==> src/rtl/mp_pkg.sv <==
`default_nettype none
// ============================================================================
//  Module  : mp_pkg
//  Purpose : Shared definitions for the multiplier result write-back engine.
//            FSM state encodings, default bus addresses and the status-word
//            bit layout. The firmware status decoder uses the same bit
//            positions, so any change here must be mirrored there.
//  Revision: 1.0 - initial release
// ============================================================================
package mp_pkg;

    // 2-bit FSM encoding for the write-back sequence
    typedef enum logic [1:0] {
        ST_IDLE    = 2'd0,
        ST_WR_RES  = 2'd1,
        ST_WR_STAT = 2'd2,
        ST_DONE    = 2'd3
    } state_t;

    // Default bus addresses for the two write-back beats
    localparam logic [7:0] c_result_addr = 8'h02;
    localparam logic [7:0] c_status_addr = 8'h03;

    // Status word layout
    localparam int c_stat_op_lsb    = 0;
    localparam int c_stat_op_msb    = 15;
    localparam int c_stat_valid_bit = 16;
    localparam int c_stat_cnt_lsb   = 32;
    localparam int c_stat_cnt_msb   = 47;

    // Build the status word; every bit not named in the layout stays zero.
    function automatic logic [63:0] make_status(input logic [15:0] op_val,
                                                input logic [15:0] cnt_val);
        logic [63:0] w_s;
        w_s = '0;
        w_s[c_stat_op_msb:c_stat_op_lsb]   = op_val;
        w_s[c_stat_valid_bit]              = 1'b1;
        w_s[c_stat_cnt_msb:c_stat_cnt_lsb] = cnt_val;
        return w_s;
    endfunction

endpackage
`default_nettype wire

==> src/rtl/mp_result_wr.sv <==
`default_nettype none
// ============================================================================
//  Module  : mp_result_wr
//  Purpose : Bus-master write-back engine. On a start strobe from the
//            multiplier core it latches the 64-bit product and opcode, writes
//            the product to RESULT_ADDR, then a status word to STATUS_ADDR,
//            and finally pulses done / m_interrupt for one cycle.
//  Ports   : clk, reset (sync, active-high)
//            start, result[63:0], op[15:0]   - core handoff
//            m_grant                         - arbiter grant
//            m_req, m_wr, m_addr, m_dout     - bus master write port
//            busy, done, m_interrupt         - status to core / CPU
//            wr_count[15:0]                  - completed write-backs (wraps)
//  Revision: 1.0 - initial release
// ============================================================================
module mp_result_wr
    import mp_pkg::*;
#(
    parameter int                ADDR_W      = 8,
    parameter logic [ADDR_W-1:0] RESULT_ADDR = ADDR_W'(c_result_addr),
    parameter logic [ADDR_W-1:0] STATUS_ADDR = ADDR_W'(c_status_addr)
) (
    input  logic              clk,
    input  logic              reset,
    input  logic              start,
    input  logic [63:0]       result,
    input  logic [15:0]       op,
    input  logic              m_grant,
    output logic              m_req,
    output logic              m_wr,
    output logic [ADDR_W-1:0] m_addr,
    output logic [63:0]       m_dout,
    output logic              busy,
    output logic              done,
    output logic              m_interrupt,
    output logic [15:0]       wr_count
);

    state_t      r_state;
    state_t      w_state_nxt;
    logic [63:0] r_result;
    logic [15:0] r_op;
    logic [15:0] r_wr_count;

    // State register
    always_ff @(posedge clk) begin
        if (reset) begin
            r_state <= ST_IDLE;
        end else begin
            r_state <= w_state_nxt;
        end
    end

    // Operand latch: captured only when a new write-back is accepted, so the
    // bus data stays stable even if the core changes result/op afterwards.
    always_ff @(posedge clk) begin
        if (reset) begin
            r_result <= '0;
            r_op     <= '0;
        end else if ((r_state == ST_IDLE) && start) begin
            r_result <= result;
            r_op     <= op;
        end
    end

    // Completed write-back counter; advances on the status-beat commit edge.
    always_ff @(posedge clk) begin
        if (reset) begin
            r_wr_count <= '0;
        end else if ((r_state == ST_WR_STAT) && m_grant) begin
            r_wr_count <= r_wr_count + 16'd1;
        end
    end

    // Next-state and Moore output decode. Outputs depend only on r_state and
    // registered data; m_grant affects only the next state.
    always_comb begin
        w_state_nxt = r_state;
        m_req       = 1'b0;
        m_wr        = 1'b0;
        m_addr      = '0;
        m_dout      = '0;
        done        = 1'b0;
        m_interrupt = 1'b0;

        case (r_state)
            ST_IDLE: begin
                if (start) begin
                    w_state_nxt = ST_WR_RES;
                end
            end
            ST_WR_RES: begin
                m_req  = 1'b1;
                m_wr   = 1'b1;
                m_addr = RESULT_ADDR;
                m_dout = r_result;
                if (m_grant) begin
                    w_state_nxt = ST_WR_STAT;
                end
            end
            ST_WR_STAT: begin
                m_req  = 1'b1;
                m_wr   = 1'b1;
                m_addr = STATUS_ADDR;
                // The status reports the count this write-back will produce.
                m_dout = make_status(r_op, r_wr_count + 16'd1);
                if (m_grant) begin
                    w_state_nxt = ST_DONE;
                end
            end
            ST_DONE: begin
                done        = 1'b1;
                m_interrupt = 1'b1;
                w_state_nxt = ST_IDLE;
            end
            default: begin
                w_state_nxt = ST_IDLE;
            end
        endcase
    end

    assign busy     = (r_state != ST_IDLE);
    assign wr_count = r_wr_count;

endmodule
`default_nettype wire
==> config.mk <==
export PLATFORM = sky130hd
export DESIGN_NAME = mp_result_wr
export DESIGN_NICKNAME = d
export VERILOG_FILES = /design/src/rtl/mp_pkg.sv /design/src/rtl/mp_result_wr.sv
export SDC_FILE = /design/constraint.sdc
export NUM_CORES = 1
export LEC_CHECK = 0
export BUFFER_PORTS_ARGS = -buffer_cell sky130_fd_sc_hd__buf_2
export CAP_MARGIN = 10
export CORE_AREA = 2 2 75 148
export CTS_BUF_LIST = sky130_fd_sc_hd__clkbuf_4 sky130_fd_sc_hd__clkbuf_8 sky130_fd_sc_hd__clkbuf_16
export DETAILED_ROUTE_END_ITERATION = 8
export DIE_AREA = 0 0 77 150
export HOLD_SLACK_MARGIN = 0.12
export PLACE_DENSITY = 0.73
export SYNTH_ARGS = -nofsm -noshare
export SYNTH_HDL_FRONTEND = slang
export SYNTH_SLANG_ARGS = --single-unit
export TNS_END_PERCENT = 30
==> constraint.sdc <==
create_clock -name clk -period 1.97 [get_ports clk]
set_input_delay 0.4925 -clock clk [delete_from_list [all_inputs] [get_ports clk]]
set_output_delay 0.4925 -clock clk [all_outputs]
set_load 0.01 [all_outputs]
==> reports/metrics.cfg, run 1 <==
[floorplan]
rows=53
design.die.area_um2=11550
die_w_um=77
core_um2=10480
io-pin-count=177
initial_utilization_pct=42.58
fp.dieH_um=150

[worst_setup_path]
crit_fanout=7
critPathRequiredTime_ps=1480
slowest_stage=dfxtp_4
cp-startpoint=r_state[0]
critPathMaxStageDelay_ps=370
r2r-end=wr_count[14]
rr_startpoint=wr_count[1]
crit_path_end_kind=output port
path_buf_inv=3
critical_path.cell_chain=inv_4 -> ha_4 -> and2_4 -> clkbuf_16 -> a22o_1 -> buf_2
criticalPathCategory=flip-flop to output port
crit_path_start_kind=flip-flop
arrival_ps=1820
worst_path_dominant_cell_family=buffers and inverters
reg2reg_setup_slack_ps=40
r2r_cells=6

[grt]
overflow=0
grt_max_degree=47
grt_pass1_wl_um=20960
track_usage_pct=22.66
antenna_found_initial=0
grt_pass1_vias=4512

[timing]
finalMaxSlewViolations=0
hold_viol=0
max_freq_ghz=0.4328
rsz0062_at_grt=yes
setup_viol=59
finClkSkew_ps=6.752
fin_crit_ps=2310
final.period_utilization_pct=117.3
setup-tns-final_ps=-11870
finalWorstSetupSlack_ps=-340.3

[pwr]
switchingPower_mw=2.590
p_int_mw=4.642
clockPowerShare_pct=24.9
p_comb_share_pct=40.0
power_frac_seq_pct=35.0
peakVddDrop_mv=0.6714
p_leak_nw=3.019
p_per_area_nw_per_um2=1118
fin_total_pwr_mw=7.232
p_sw_share_pct=35.82

[clock_network]
ctsHoldBuffers=0
root_buffer=clkbuf_16
clkTransAtPathRegs_ps=70
clockBufferDepth=2
clk_latency_ps=340
clock-sinks=98
htreeDepth=3
cts_tree=yes
cts_buffers=9

[min_path]
hold-path-endpoint=r_result[35]
hp-start=result[35]
min_delay_path_depth=3
hold_class=input port to flip-flop

[detailed_routing]
drc=0
first_pass_iters=5
drt-initial-drc-count=230
final_antenna_net_count=0
vias=4794
avgRoutedWirePerCell_um=16.10
drt-total-wl_um=14700
viasPerCell=5.251

[layout]
num-fill-cells=946
nNetsFinal=861
syn2layout_area_growth_pct=44.98
final_cells=913
diodes=0
drive_gt1_share_pct=38.40

[logic_synthesis]
yosys_most_used_dff=dfxtp_1
synth_area_leaders=dfxtp_1 44%, nand2_1 16%, a21oi_1 9.2%, and3_1 4.3%, xnor2_1 3.9%
async_flop_share_pct=0
synth.distinct_cells=35
ys_seq_area_share_pct=43.97
synth_edf_count=0
syn_area_um2=4462
yosys.area.top_type_share_pct=43.97
ys_ff_latch=98
yosysMostFrequentCell=nand2_1
synth_cells=590
yosys-top-cells-count=185 x nand2_1, 98 x dfxtp_1, 82 x a21oi_1
synth_area_leader_cell=dfxtp_1
synth_warnings=0
syn_avg_cell_area_um2=7.562

[outcome]
status=finished with violations
violations=negative setup slack

[place]
gp_congestion=0.9601
hpwl_um=9408
io_buffers=170
dpl.cell_count=882

[flow_run]
maxCapViolations=0

how the worst max path moves through the flow:
stage / to / cells past startpoint / slack [ps]
after floorplan: m_dout[46] / 5 / -70
after global placement: m_dout[47] / 6 / -150
after detailed placement: m_dout[47] / 6 / -130
after CTS: m_dout[45] / 6 / -250
after global routing: m_dout[45] / 6 / -400
final: m_dout[13] / 6 / -340
sequential cells by signal, indices dropped and copies added, names as in the netlist:
name,flops
r_state,2
r_result,64
wr_count,16
r_op,16
metal layers:
metal  wire length (µm)  GRT usage [%]  vias up
li1                   -              -     2305
met5                  0              0        -
met3                789          4.946       40
met4                620          11.52        0
met1               5320          23.56     2262
met2               7968          42.15      187
final cells by class:
class / count / area, µm² / area share (%)
tap: 137 / 171.4 / 2.650
multi-input combinational: 434 / 2490 / 38.49
sequential: 98 / 1986 / 30.70
clock buffer: 12 / 254.0 / 3.927
timing repair buffer: 224 / 1499 / 23.17
clock inverter: 4 / 51.30 / 0.7930
inverter: 4 / 17.52 / 0.2708
worst min-delay path, stage by stage:
cell and delay, ps:
buf_2 90, nand2_1 40, a21oi_1 50
cell usage in the layout (no fill, tap or decap), types with 3 or more instances in the layout:
master and n:
nand2_1 178, buf_2 161, dfxtp_1 83, a21oi_1 82, buf_4 42, and3_1 26
nor2_1 20, xnor2_1 18, a22o_1 18, clkbuf_16 14, dfxtp_2 13, o21ai_1 9
buf_6 8, nand3_1 6, conb_1 6, buf_12 6, and3_4 5, nand2_2 5
o21ai_2 5, xor2_1 5, nor4_4 4, nand4_1 4, nor3_2 4, nor2b_1 4
nor3_1 3, ha_4 3
metrics by stage:
| stage | util (%) | worst slack [ps] | hold WS [ps] | instance area (µm²) |
|---|---|---|---|---|
| after global placement | 53.34 | -154.6 | 437.9 | 5589 |
| after CTS | 57.99 | -254.5 | 382.1 | 6076 |
| after global routing | 61.74 | -396.5 | 382.9 | 6469 |
| final | 61.74 | -340.3 | 384.8 | 6469 |
| after floorplan | - | -72.18 | 432.1 | 4507 |
| after detailed placement | 53.34 | -130.0 | 443.3 | 5589 |
power by group through the flow:
stage / Sequential (mW) / Combinational [mW] / Clock (mW)
2_1_floorplan: 2.51 / 1.47 / 0
3_3_place_gp: 2.53 / 2.08 / 0
3_5_place_dp: 2.55 / 2.14 / 0
4_1_cts: 2.51 / 2.23 / 1.82
5_1_grt: 2.57 / 3.15 / 1.90
6_report: 2.53 / 2.89 / 1.80
kinds of logic (layout without fill, tap and decap cells):
kind of cell               Yosys count  count (layout)  synth area share [%]
and+or+nand+nor                    275             275                 27.26
AOI/OAI and AO/OA                  118             118                 14.89
DFF                                 98              98                 43.97
buffers and inverters               63             244                 6.225
xor gates and xnor gates            25              25                 4.907
adders and majority gates            6               6                 1.683
muxes                                4               4                0.9814
other                                1               6               0.08405
repair_timing:
| action | CTS | global route |
|---|---|---|
| pin swaps | 15 | 15 |
| gates cloned | 1 | 5 |
| endpoints found under the setup margin | 66 | 67 |
| resized for setup | 41 | 57 |
| buffers inserted | 2 | 7 |
Note: power is estimated with default switching activity, not from simulation.
==> run 2, diff against run 1 <==
Settings changed: CTS_BUF_LIST sky130_fd_sc_hd__clkbuf_4 sky130_fd_sc_hd__clkbuf_8 sky130_fd_sc_hd__clkbuf_16 to not set.
==> reports/metrics.cfg, run 2 (same netlist as run 1, synthesis figures left out) <==
[outcome]
status=finished with violations
violations=negative setup slack

[detailed_routing]
final_antenna_net_count=0  ; unchanged
avgRoutedWirePerCell_um=15.79  ; -1.9%
drc=0  ; unchanged
drt-total-wl_um=14430  ; -1.8%
viasPerCell=5.191  ; -1.1%
first_pass_iters=4  ; -1
drt-initial-drc-count=226  ; -1.7%
vias=4745  ; -1.0%

[worst_setup_path]
criticalPathCategory=flip-flop to output port
crit_path_end_kind=output port
arrival_ps=1790  ; -30 ps
crit_path_start_kind=flip-flop
critPathRequiredTime_ps=1480  ; about the same
r2r_cells=6  ; unchanged
crit_fanout=6  ; -1

[floorplan]
die_w_um=77  ; unchanged
design.die.area_um2=11550  ; unchanged
rows=53  ; unchanged
core_um2=10480  ; unchanged
io-pin-count=177  ; unchanged
fp.dieH_um=150  ; unchanged
initial_utilization_pct=42.58  ; unchanged

[layout]
diodes=0  ; unchanged
num-fill-cells=966  ; +2.1%
top_register=r_result
syn2layout_area_growth_pct=44.17
nNetsFinal=862  ; +0.12%
drive_gt1_share_pct=37.19  ; -1.2 points
layout_common_cells=183 x nand2_1, 161 x buf_2, 85 x dfxtp_1
final_common_cell=nand2_1
largest_reg_flops=64  ; unchanged

[clock_network]
clk_latency_ps=340  ; about the same
ctsHoldBuffers=0  ; unchanged
cts_tree=yes
clock-sinks=98  ; unchanged
cts_buffers=9  ; unchanged
htreeDepth=3  ; unchanged
clkTransAtPathRegs_ps=70  ; about the same
root_buffer=clkbuf_16
clockBufferDepth=2  ; unchanged

[grt]
track_usage_pct=22.31  ; -0.35 points
grt_pass1_vias=4464  ; -1.1%
antenna_found_initial=0  ; unchanged
overflow=0  ; unchanged
grt_pass1_wl_um=20670  ; -1.4%
grt_max_degree=47  ; unchanged

[pwr]
fin_total_pwr_mw=7.241  ; +0.12%
p_leak_nw=2.995  ; -0.79%
p_per_area_nw_per_um2=1126  ; +0.69%
peakVddDrop_mv=0.6369  ; -5.1%

[timing]
max_freq_ghz=0.4374  ; +1.1%
rsz0062_at_grt=yes
final.period_utilization_pct=116.1  ; -1.2 points
setup-tns-final_ps=-12120  ; -249.3 ps
finalWorstSetupSlack_ps=-316.2  ; +24.09 ps
fin_crit_ps=2286  ; -24.09 ps
finClkSkew_ps=4.564  ; -2.188 ps
hold_viol=0  ; unchanged
finalMaxSlewViolations=0  ; unchanged
setup_viol=62  ; +5.1%

[place]
gp_congestion=0.9601  ; unchanged
hpwl_um=9408  ; unchanged
io_buffers=170  ; unchanged
pre_cts_ws_ps=-130.0  ; unchanged

[flow_run]
maxCapViolations=0  ; unchanged

[min_path]
hold_class=input port to flip-flop
min_delay_path_depth=3  ; unchanged

-- run 2: cell count changes in the layout (fill, tap and decap cells not counted), sizes merged --
cell  change
buf       +1
-- run 2: path summary, 6_finish.rpt --
check | start | end | slack, ps
max reg2reg | wr_count[1] | wr_count[14] | -30
min reg2reg | r_op[12] | r_op[12] | 450
min | op[7] | r_op[7] | 390
max | wr_count[6] | m_dout[47] | -320
-- run 2: cell type report --
| type | count | area, µm² | share of cell area [%] |
|---|---|---|---|
| Inverter | 4 | 17.52 | 0.2723 |
| Tap cell | 137 | 171.4 | 2.665 |
| Clock buffer | 12 | 246.5 | 3.832 |
| Timing Repair Buffer | 225 | 1510 | 23.48 |
| Multi-Input combinational cell | 434 | 2452 | 38.12 |
| Clock inverter | 4 | 51.30 | 0.7975 |
| Sequential cell | 98 | 1983 | 30.83 |
-- run 2: stage by stage --
step                util [%]  cell area (µm²)  std cells  hold slack, ps
floorplan                  -             4507        595           432.1
global placement       53.34             5589        882           437.9
detailed placement     53.34             5589        882           443.3
CTS                    57.89             6066        901           380.9
global route           61.39             6432        914           382.1
finish                 61.39             6432        914           385.7
-- run 2: timing repair --
action / 4_1_cts / 5_1_grt
setup endpoints to repair: 66 / 67
gates resized for setup: 41 / 38
pin swaps: 15 / 12
gates cloned: 1 / 5
setup buffers: 2 / 8
-- run 2: report_power, final --
group          leakage [nW]  internal (mW)  switching [mW]  total, mW
clock                 0.143           1.02           0.741       1.76
combinational          2.04           1.32            1.64       2.95
sequential            0.809           2.34           0.184       2.53
-- run 2: critical path, cell delays in order (launching register included) --
cell and delay, ps:
dfxtp_2 350, nand4_4 220, nor4_4 410, buf_4 180
xnor2_2 100, o21ai_1 60, buf_2 140
-- run 2: per-layer routing --
metal | global-route usage (%) | part of all wire [%] | vias to the layer above
met2 | 42.06 | 55 | 182
met3 | 4.644 | 5.2 | 37
met1 | 22.96 | 36 | 2224
met4 | 11.07 | 3.9 | 0
met5 | 0 | 0 | -
li1 | - | - | 2302
==> run 3, diff against run 2 <==
Settings changed: CORE_AREA 2 2 75 148 to 2 2 98 194, DIE_AREA 0 0 77 150 to 0 0 100 196, PLACE_DENSITY 0.73 to 0.46.
==> reports/metrics.cfg, run 3 (same netlist as run 1, synthesis figures left out) <==
[place]
place_area_um2=5813  ; +4.0%
io_buffers=170  ; unchanged
pre_cts_ws_ps=-67.60  ; +62.40 ps
gp_congestion=0.8335  ; -13%
hpwl_um=11020  ; +17%
dpl.cell_count=971  ; +10%

[layout]
syn2layout_area_growth_pct=43.97
final_cell_area_um2=6424  ; -0.14%
drive_gt1_share_pct=37.48  ; +0.29 points
layout_common_cells=179 x nand2_1, 165 x buf_2, 85 x dfxtp_1
largest_reg_flops=64  ; unchanged
finish.utilization_pct=35.26  ; -26 points
final_cells=996  ; +9.0%
nNetsFinal=864  ; +0.23%
top_register=r_result
final_common_cell=nand2_1

[detailed_routing]
final_antenna_net_count=0  ; unchanged
first_pass_iters=4  ; unchanged
avgRoutedWirePerCell_um=15.87  ; +0.49%
drt-initial-drc-count=156  ; -31%
drt-total-wl_um=15800  ; +9.5%
vias=4594  ; -3.2%
viasPerCell=4.612  ; -11%
drc=0  ; unchanged

[worst_setup_path]
r2r_cells=6  ; unchanged
crit_path_end_kind=output port
r2r-end=wr_count[14]
rr_startpoint=wr_count[5]
path_buf_inv=2  ; unchanged
critical_path.cell_chain=buf_4 -> nand3_1 -> nor4_4 -> xnor2_1 -> o21ai_1 -> buf_2
critPathRequiredTime_ps=1480  ; about the same
worst_path_dominant_cell_family=simple AND/OR/NAND/NOR gates
cp-startpoint=wr_count[9]
crit_path_start_kind=flip-flop
criticalPathCategory=flip-flop to output port
critPathMaxStageDelay_ps=350  ; -60 ps
reg2reg_setup_slack_ps=-40  ; about the same
slowest_stage=dfxtp_4
arrival_ps=1720  ; -70 ps
crit_fanout=3  ; -3

[timing]
final.period_utilization_pct=112.4  ; -3.6 points
finalMaxSlewViolations=0  ; unchanged
finClkSkew_ps=6.125  ; +1.561 ps
max_freq_ghz=0.4515  ; +3.2%
hold_viol=0  ; unchanged
setup_viol=67  ; +8.1%
finalWorstSetupSlack_ps=-245.0  ; +71.26 ps
hold_ws_ps=374.5  ; -11.11 ps
rsz0062_at_grt=yes
setup-tns-final_ps=-10470  ; +1647 ps
fin_crit_ps=2215  ; -71.25 ps

[flow_run]
maxCapViolations=0  ; unchanged

[clock_network]
htreeDepth=3  ; unchanged
clkTransAtPathRegs_ps=70  ; about the same
clk_latency_ps=350  ; about the same
clockBufferDepth=2  ; unchanged
cts_buffers=9  ; unchanged
root_buffer=clkbuf_16
cts_tree=yes
clock-sinks=98  ; unchanged
ctsHoldBuffers=0  ; unchanged

[floorplan]
initial_utilization_pct=24.49  ; -18 points
die_w_um=100  ; +30%
rows=70  ; +32%
design.die.area_um2=19600  ; +70%
fp.dieH_um=196  ; +31%
core_um2=18220  ; +74%
io-pin-count=177  ; unchanged

[min_path]
hp-start=result[15]
min_delay_path_depth=3  ; unchanged
hold_class=input port to flip-flop
hold-path-endpoint=r_result[15]

[pwr]
peakVddDrop_mv=0.4321  ; -32%
p_per_area_nw_per_um2=1035  ; -8.0%
p_leak_nw=3.015  ; +0.67%
fin_total_pwr_mw=6.650  ; -8.2%

[grt]
grt_use_met3_pct=2.280  ; -2.4 points
overflow=0  ; unchanged
grt_pass1_wl_um=24180  ; +17%
grt_use_met2_pct=30.96  ; -11 points
top_usage_layer=met2
grt_max_degree=81  ; +72%
grt_util_met1_pct=16.53  ; -6.4 points
antenna_found_initial=1  ; +1
track_usage_pct=16.14  ; -6.2 points
grt_pass1_vias=4576  ; +2.5%

[outcome]
status=finished with violations
violations=negative setup slack

==> run 3: cell count changes in the layout (fill, tap and decap cells not counted), moves of 3 or more <==
| cell | delta |
|---|---|
| and3_1 | +7 |
| buf_4 | -3 |
| o21ai_0 | -9 |
| o21ai_1 | +7 |
| buf_6 | +6 |
| clkbuf_16 | -5 |
| clkinv_2 | +4 |
| buf_2 | +4 |
| nor2_1 | -3 |
| and3_4 | -7 |
| nand2_1 | -4 |
==> run 3: worst max-delay path by stage <==
| stage | end | slack, ps | cells past startpoint |
|---|---|---|---|
| 2_1_floorplan | m_dout[46] | -70 | 5 |
| 3_3_place_gp | m_dout[39] | -60 | 7 |
| 3_5_place_dp | m_dout[39] | -70 | 7 |
| 4_1_cts | m_dout[5] | -240 | 6 |
| 5_1_grt | m_dout[46] | -320 | 6 |
| 6_report | m_dout[46] | -240 | 6 |
==> run 3: final cells by class <==
| class | count | area (µm²) |
|---|---|---|
| Clock inverter | 6 | 32.53 |
| Tap cell | 216 | 270.3 |
| Fill cell | 2006 | 11790 |
| Timing Repair Buffer | 227 | 1448 |
| Inverter | 4 | 15.01 |
| Sequential cell | 98 | 1986 |
| Multi-Input combinational cell | 434 | 2431 |
| Antenna cell | 1 | 2.502 |
| Clock buffer | 10 | 239.0 |
==> run 3: power by group <==
group / internal (mW) / switching (mW) / total (mW)
clock: 0.881 / 0.787 / 1.67
combinational: 0.939 / 1.53 / 2.47
sequential: 2.33 / 0.176 / 2.51
total: 4.15 / 2.50 / 6.65
==> run 3: what timing repair did <==
| item | CTS | global route |
|---|---|---|
| resized for setup | 65 | 22 |
| buffers inserted | 4 | 5 |
| pin swaps | 12 | 16 |
| endpoints found under the setup margin | 66 | 67 |
==> run 3: routing by layer <==
| metal | vias to the layer above | routed length [µm] |
|---|---|---|
| li1 | 2303 | - |
| met1 | 2145 | 5769 |
| met2 | 117 | 8949 |
| met3 | 29 | 551 |
| met4 | 0 | 533 |
| met5 | - | 0 |
==> run 3: tightest hold or removal path, delay by kind of cell <==
family,cells,cell delay [ps]
simple gates,1,40
buf+inv,1,90
compound gates,1,50
